--- config.mk ---
export PLATFORM = sky130hd
export DESIGN_NAME = param_serializer
export DESIGN_NICKNAME = d
export VERILOG_FILES = /design/src/rtl/param_serializer.sv
export SDC_FILE = /design/constraint.sdc
export NUM_CORES = 1
export LEC_CHECK = 0
export ABC_AREA = 1
export BUFFER_PORTS_ARGS = -buffer_cell sky130_fd_sc_hd__buf_2
export CELL_PAD_IN_SITES_DETAIL_PLACEMENT = 0
export CELL_PAD_IN_SITES_GLOBAL_PLACEMENT = 1
export CORE_MARGIN = 2
export CORE_UTILIZATION = 46
export CTS_CLUSTER_DIAMETER = 150
export DETAILED_ROUTE_END_ITERATION = 8
export PLACE_DENSITY = 0.94
export SKIP_LAST_GASP = 1
export SYNTH_ARGS = -nofsm -noshare
export SYNTH_HDL_FRONTEND = slang
export SYNTH_SLANG_ARGS = --single-unit
--- constraint.sdc ---
create_clock -name clk_ps -period 2.94 [get_ports clk_ps]
set_clock_uncertainty 0.1 [all_clocks]
set_input_delay 0.294 -clock clk_ps [delete_from_list [all_inputs] [get_ports clk_ps]]
set_output_delay 0.294 -clock clk_ps [all_outputs]
set_load 0.03 [all_outputs]
--- src/rtl/param_serializer.sv ---
// Parallel-to-serial shifter with a one-word holding buffer so that back-to-back
// words leave the serial line with no idle gap between them.
module param_serializer #(
  parameter int   DATA_W    = 8,
  parameter bit   MSB_FIRST = 1'b0,
  parameter logic IDLE_LVL  = 1'b1
) (
  input  logic              clk_ps,
  input  logic              rst_ps,
  input  logic [DATA_W-1:0] p_data_ps,
  input  logic              load_ps,
  input  logic              ser_en_ps,
  input  logic              abort_ps,
  output logic              ready_ps,
  output logic              busy_ps,
  output logic              ser_data_ps,
  output logic              ser_done_ps
);

  localparam int               IDX_W    = $clog2(DATA_W);
  localparam logic [IDX_W-1:0] LAST_IDX = IDX_W'(DATA_W - 1);

  typedef enum logic {S_IDLE = 1'b0, S_SHIFT = 1'b1} state_t;

  state_t            state_q;
  logic [IDX_W-1:0]  idx_q;
  logic              hold_full_q;
  logic [DATA_W-1:0] shift_q;
  logic [DATA_W-1:0] hold_q;

  logic accept;
  logic tick_shift;
  logic last_tick;
  logic load_shift;
  logic load_from_hold;
  logic load_hold;

  // The shift register physically moves toward its output end, so the bit on
  // the line is always the one at the fixed head position.
  function automatic logic head_bit(input logic [DATA_W-1:0] w);
    return MSB_FIRST ? w[DATA_W-1] : w[0];
  endfunction

  function automatic logic [DATA_W-1:0] advance(input logic [DATA_W-1:0] w);
    return MSB_FIRST ? {w[DATA_W-2:0], 1'b0} : {1'b0, w[DATA_W-1:1]};
  endfunction

  assign ready_ps       = ~hold_full_q & ~abort_ps;
  assign accept         = load_ps & ready_ps;
  assign tick_shift     = (state_q == S_SHIFT) & ser_en_ps & ~abort_ps;
  assign last_tick      = tick_shift & (idx_q == LAST_IDX);
  // A word accepted on the final tick of the current one goes straight into
  // the shifter, exactly as if it had been waiting in the holding register.
  assign load_shift     = accept & ((state_q == S_IDLE) | last_tick);
  assign load_from_hold = last_tick & hold_full_q;
  assign load_hold      = accept & (state_q == S_SHIFT) & ~last_tick;

  always_ff @(posedge clk_ps) begin
    if (load_shift) begin
      shift_q <= p_data_ps;
    end else if (load_from_hold) begin
      shift_q <= hold_q;
    end else if (tick_shift) begin
      shift_q <= advance(shift_q);
    end
    if (load_hold) begin
      hold_q <= p_data_ps;
    end
  end

  always_ff @(posedge clk_ps or posedge rst_ps) begin
    if (rst_ps) begin
      state_q     <= S_IDLE;
      idx_q       <= '0;
      hold_full_q <= 1'b0;
      busy_ps     <= 1'b0;
      ser_done_ps <= 1'b0;
      ser_data_ps <= IDLE_LVL;
    end else begin
      ser_done_ps <= 1'b0;
      if (abort_ps) begin
        state_q     <= S_IDLE;
        idx_q       <= '0;
        hold_full_q <= 1'b0;
        busy_ps     <= 1'b0;
        ser_data_ps <= IDLE_LVL;
      end else begin
        if (load_hold) begin
          hold_full_q <= 1'b1;
        end else if (load_from_hold) begin
          hold_full_q <= 1'b0;
        end
        case (state_q)
          S_IDLE: begin
            if (ser_en_ps) begin
              ser_data_ps <= IDLE_LVL;
            end
            if (accept) begin
              state_q <= S_SHIFT;
              busy_ps <= 1'b1;
              idx_q   <= '0;
            end
          end
          S_SHIFT: begin
            if (tick_shift) begin
              ser_data_ps <= head_bit(shift_q);
              if (last_tick) begin
                ser_done_ps <= 1'b1;
                idx_q       <= '0;
                if (!load_from_hold && !accept) begin
                  state_q <= S_IDLE;
                  busy_ps <= 1'b0;
                end
              end else begin
                idx_q <= idx_q + 1'b1;
              end
            end
          end
          default: begin
            state_q <= S_IDLE;
            busy_ps <= 1'b0;
          end
        endcase
      end
    end
  end

endmodule

## Yosys cells after proc, flatten, opt, wreduce, memory -nomap -nowiden

Cells that the tools add are included.

| cells by class | value |
|---|---|
| eq/ne operators | 6 |
| mux-type cells | 31 |
| bitwise gates (word level) | 14 |
| reductions and logical operators | 8 |
| add/sub/neg operators | 1 |

Operator list:

| kind | count |
|---|---|
| $mux 8 | 3 |
| $mux 1 | 20 |
| $mux 3 | 4 |
| $and 1x1->1 | 9 |
| $ne 3x2->1 const B | 3 |
| $ne 3x3->1 const B | 2 |
| $pmux 1 s2 | 3 |
| $pmux 3 s2 | 1 |
| $reduce_bool 3->1 | 2 |
| $not 1->1 | 4 |
| $reduce_and 2->1 | 2 |
| $reduce_and 4->1 | 1 |
| $add 3x1->3 const B | 1 |
| $eq 3x3->1 const B | 1 |
| $logic_not 1->1 | 2 |
| $logic_and 1x1->1 | 1 |
| $or 1x1->1 | 1 |

| word-level totals | value |
|---|---|
| input port bits | 13 |
| output and inout bits | 4 |
| logic and storage cells | 68 |
| register bits after elaboration | 24 |

## Longest topological paths before layout

| logic depth | value |
|---|---|
| depth after elaboration | 11 |
| depth in mapped cells | 8 |
| depth with buffers taken out | 8 |

## Least setup slack after synthesis

OpenSTA, ideal clock, no wires.

| timing path | value |
|---|---|
| path kind | register -> register |
| start | reg hold_full_q |
| end | reg hold_q[0] (enable) |
| slack | 0.966 ns |
| library setup time | 0.370 ns |
| arrival | 1.504 ns |
| cell stages (with the launch flop) | 4 |
| path buffers | 0 |
| required time | 2.470 ns |
| period minus slack after synthesis | 1.974 ns |
| cells stage by stage | dfrtp_1 -> nor2_1 -> nand2_1 -> nor2_1 |

| on the way | value |
|---|---|
| cells in the longest elaborated chain, start to end | 5 |

RTL lines:

| item | line | RTL |
|---|---|---|
| start, declared | 27 | `logic hold_full_q;` |
| start signal, assigned | 75 | `hold_full_q <= 1'b0;` |
| start signal, assigned | 84 | `hold_full_q <= 1'b0;` |
| start signal, assigned | 89 | `hold_full_q <= 1'b1;` |
| $not 1->1 | 48 | `assign ready_ps = ~hold_full_q & ~abort_ps;` |
| $and 1x1->1 | 48 |  |
| net ready_ps | 14 | `output logic ready_ps,` |
| $and 1x1->1 | 49 | `assign accept = load_ps & ready_ps;` |
| $and 1x1->1 (2 in a row) | 56 | `assign load_hold = accept & (state_q == S_SHIFT) & ~last_tick;` |
| net load_hold | 36 | `logic load_hold;` |
| end signal, assigned | 67 | `hold_q <= p_data_ps;` |
| end, declared | 29 | `logic [DATA_W-1:0] hold_q;` |

The timed path passes the listed nets, and every way through them passes these cells.
A chain may end at the register's enable or synchronous reset.

## Worst setup path in the final report

| timing path | value |
|---|---|
| start | reg idx_q[0] |
| end | reg hold_q[6] (enable) |

| on the way | value |
|---|---|
| cells in the longest elaborated chain, start to end | 4 |

RTL lines:

| item | line | RTL |
|---|---|---|
| start, declared | 26 | `logic [IDX_W-1:0] idx_q;` |
| start signal, assigned | 115 | `idx_q <= idx_q + 1'b1;` |
| $eq 3x3->1 | 51 | `assign last_tick = tick_shift & (idx_q == LAST_IDX);` |
| $and 1x1->1 | 51 |  |
| $not 1->1 | 56 |  |
| $and 1x1->1 | 56 |  |
| net load_hold | 36 |  |

The timed path passes the listed nets, and every way through them passes these cells.

==> metrics.log <==
[metrics] run status: finished, final reports clean
[metrics] path category of the worst min-delay check: in -> reg
[metrics] cell leakage power: 0.631 nW
[metrics] initial antenna violation count: 0
[metrics] vertical extent of the die: 54.6 um
[metrics] worst hold path endpoint: hold_q[5]
[metrics] final-report max-slew violation count: 0
[metrics] total iterations of the first detailed-routing run: 4
[metrics] synthesized net count: 128
[metrics] Die Width: 54.6 um
[metrics] Port Buf Inserts: 16
[metrics] ports placed on the boundary: 17
[metrics] Final period util: 68.2%
[metrics] pin count of the biggest net entering global routing: 16
[metrics] final routed DRC violation total: 0
[metrics] final number of setup-violating endpoints: 0
[metrics] number of instances in the synthesized netlist: 113
[metrics] number of buffers created by CTS: 3
[metrics] Hold Path Stages: 1
[metrics] largest family of logic cells by synthesized area: simple AND/OR/NAND/NOR gates
[metrics] power density cells: 487 nW/um^2
[metrics] routed length per instance: 12.5 um
[metrics] synthesis-to-finish area growth: 12.1%
[metrics] Clock transition at path regs: 0.13 ns
[metrics] cell family with the largest share of critical-path delay: simple AND/OR/NAND/NOR gates
[metrics] gr usage total: 16.0%
[metrics] RR Endpoint: hold_q[6]
[metrics] Slew Limit Headroom: 58.6%
[metrics] slack of the worst reg-to-reg path: 0.93 ns
[metrics] sum of negative setup slack: 0 ns
[metrics] cell at the root of the clock tree: sky130_fd_sc_hd__clkbuf_4
[metrics] Crit Reg-Reg Startpoint: idx_q[0]
[metrics] filler cell count in the final layout: 219
[metrics] unrepaired setup endpoints after global routing: false
[metrics] gr ovfl total: 0
[metrics] violation count after the first detailed-route iteration: 13
[metrics] final number of hold-violating endpoints: 0
[metrics] register area share after synthesis: 57.9%
[metrics] share of final-layout standard cells stronger than drive strength 1: 29.3%
[metrics] number of buffers and inverters on the critical path: 0
[metrics] total length of routed wires: 2.03 mm
[metrics] standard-cell row count: 18
[metrics] average vias per placed instance: 4.88
[metrics] core area: 2450 sq um
[metrics] TritonCTS Sinks: 24
[metrics] max incr delay on CP: 0.51 ns
[metrics] worst hold slack: 0.0644 ns
[metrics] synthesis warning total: 0
[metrics] arrival time reported for the critical path endpoint: 1.87 ns
[metrics] die area: 2980 sq um
[metrics] xor/xnor cell area share of the yosys netlist: 0%
[metrics] maximum fanout along the worst path: 8
[metrics] CP cell instances: ha_1 -> ha_1 -> nand2_2 -> nand2_2 -> nor2_1
[metrics] global-route wire length before repair: 3.25 mm
[metrics] CP startpoint kind: register
[metrics] global placement routability congestion: 0.846
[metrics] area of the multi-input gates: 408 sq um
[metrics] highest ir drop seen on vdd: 0.320 mV
[metrics] clock latency on the worst-skew pair: 0.31 ns
[metrics] nets@finish: 149
[metrics] number of H-tree branching levels: 1
[metrics] Starting Density: 48.0%
[metrics] largest buffer count on any clock path: 2
[metrics] worst setup path category: reg -> reg
[metrics] share of the synthesized area in compound gates (AO/OA/AOI/OAI): 12.0%
[metrics] synthesized area per cell: 10.4 sq um
[metrics] Critical-path top delay cell: sky130_fd_sc_hd__nor2_1
[metrics] number of synthesized register bits: 24
[metrics] capturing element type of the critical path: register
[metrics] CTS tree: done
[metrics] via count of the first global-routing pass: 737
[metrics] Fmax achieved: 0.498 GHz
[metrics] minimum period implied by the final worst setup slack: 2.01 ns
[metrics] Netlist cell types: 21
[metrics] Cell Area, Synth: 1180 sq um
[metrics] actual transition at the worst max-transition pin: 0.619 ns
[metrics] hold wc startpoint: p_data_ps[5]
[metrics] adder and majority cell fraction of the synthesized area: 2.13%
[metrics] count of antenna-violating nets left after detailed routing: 0
[metrics] Detail Placement HPWL: 1.54 mm
[metrics] via total after detailed routing: 796
[metrics] antenna diode count: 0
[metrics] number of cells traversed by the worst register-to-register path: 5
[metrics] max capacitance violation total: 0
[metrics] simple-gate share of the synthesized area: 20.5%
[metrics] total area of sequential cells: 682 sq um
[metrics] share of synthesized area spent on multiplexers: 0%
[metrics] setup bufs post-CTS: 0
[metrics] Req. time, crit path: 2.80 ns
==> power breakdown <==
part	switching, mW	leakage [nW]	internal [mW]
sequential	0.0113	0.253	0.387
clock	0.0951	0.0154	0.0496
combinational	0.0634	0.363	0.0369
total	0.170	0.631	0.473
==> synth_stat cells (all sizes together) <==
| library cell | count | area share, % |
|---|---|---|
| nand2 | 42 | 16 |
| inv | 18 | 5.7 |
| edfxtp | 16 | 41 |
| dfrtp | 7 | 15 |
| o211ai | 7 | 7.4 |
| nor2 | 5 | 2.2 |
| o21ai | 5 | 2.4 |
| a21oi | 3 | 1.3 |
| nand3 | 3 | 1.7 |
| ha | 2 | 2.1 |
| buf | 1 | 0.96 |
| clkinv | 1 | 0.74 |
| dfstp | 1 | 2.2 |
| nand4 | 1 | 0.53 |
| o32a | 1 | 0.85 |
==> cells by family after synthesis <==
family	Yosys count
DFF	24
adders and majority gates	2
and+or+nand+nor	51
buffers and inverters	20
AOI/OAI and AO/OA	16
==> worst max path at each step <==
stage | start | to | slack, ns | depth (start not counted)
after CTS | idx_q[0] | hold_q[4] | 0.88 | 5
final | idx_q[0] | hold_q[6] | 0.93 | 5
after global routing | idx_q[1] | hold_q[4] | 0.77 | 5
after global placement | idx_q[0] | hold_q[4] | 0.96 | 5
after detailed placement | idx_q[0] | hold_q[5] | 0.90 | 5
after floorplan | hold_full_q | hold_q[0] | 0.97 | 3
==> cells in the final DEF (no fill, tap or decap), types with 2 or more instances in the layout <==
cell type,count
sky130_fd_sc_hd__nand2_1,35
sky130_fd_sc_hd__nor2_1,4
sky130_fd_sc_hd__nand2_2,6
sky130_fd_sc_hd__o21ai_0,4
sky130_fd_sc_hd__nand3_1,2
sky130_fd_sc_hd__o211ai_2,7
sky130_fd_sc_hd__ha_1,2
sky130_fd_sc_hd__edfxtp_1,16
sky130_fd_sc_hd__a21oi_1,3
sky130_fd_sc_hd__dfrtp_1,7
sky130_fd_sc_hd__buf_2,16
sky130_fd_sc_hd__clkbuf_4,3
sky130_fd_sc_hd__inv_1,17
==> metrics by stage <==
stage	power (mW)	cells	setup slack (ns)	cell area (sq um)	utilization, %
floorplan	0.475	113	0.966	1180	-
global placement	0.500	158	0.959	1280	52.3
detailed placement	0.506	158	0.904	1280	52.3
CTS	0.651	163	0.883	1320	53.8
global route	0.682	163	0.766	1320	53.8
finish	0.643	163	0.934	1320	53.8
==> layout make-up <==
cell class	instances	share of cell area [%]
sequential	24	51.7
multi-input combinational	69	30.9
timing repair buffer	17	6.82
inverter	19	5.78
tap	30	2.84
clock buffer	3	1.71
clock inverter	1	0.284
==> sequential cells by signal, summed over array words and instances, names as in the netlist <==
name         count
idx_q            3
shift_q          8
state_q          1
busy_ps          1
ser_done_ps      1
hold_q           8
hold_full_q      1
ser_data_ps      1
==> per-layer routing <==
layer / routed length (um) / vias to the layer above / global-route usage (%) / share of wire (%)
li1: - / 413 / - / -
met1: 953 / 369 / 20.9 / 47
met2: 1000 / 12 / 25.4 / 49
met3: 65 / 2 / 3.28 / 3.2
met4: 12 / 0 / 7.50 / 0.59
met5: 0 / - / 0 / 0
==> timing repair <==
action,in CTS,in global routing
endpoints found under the hold margin,7,0
gates resized for setup,0,0
hold buffers,1,0
No activity file was read; power rests on OpenSTA's default activity.
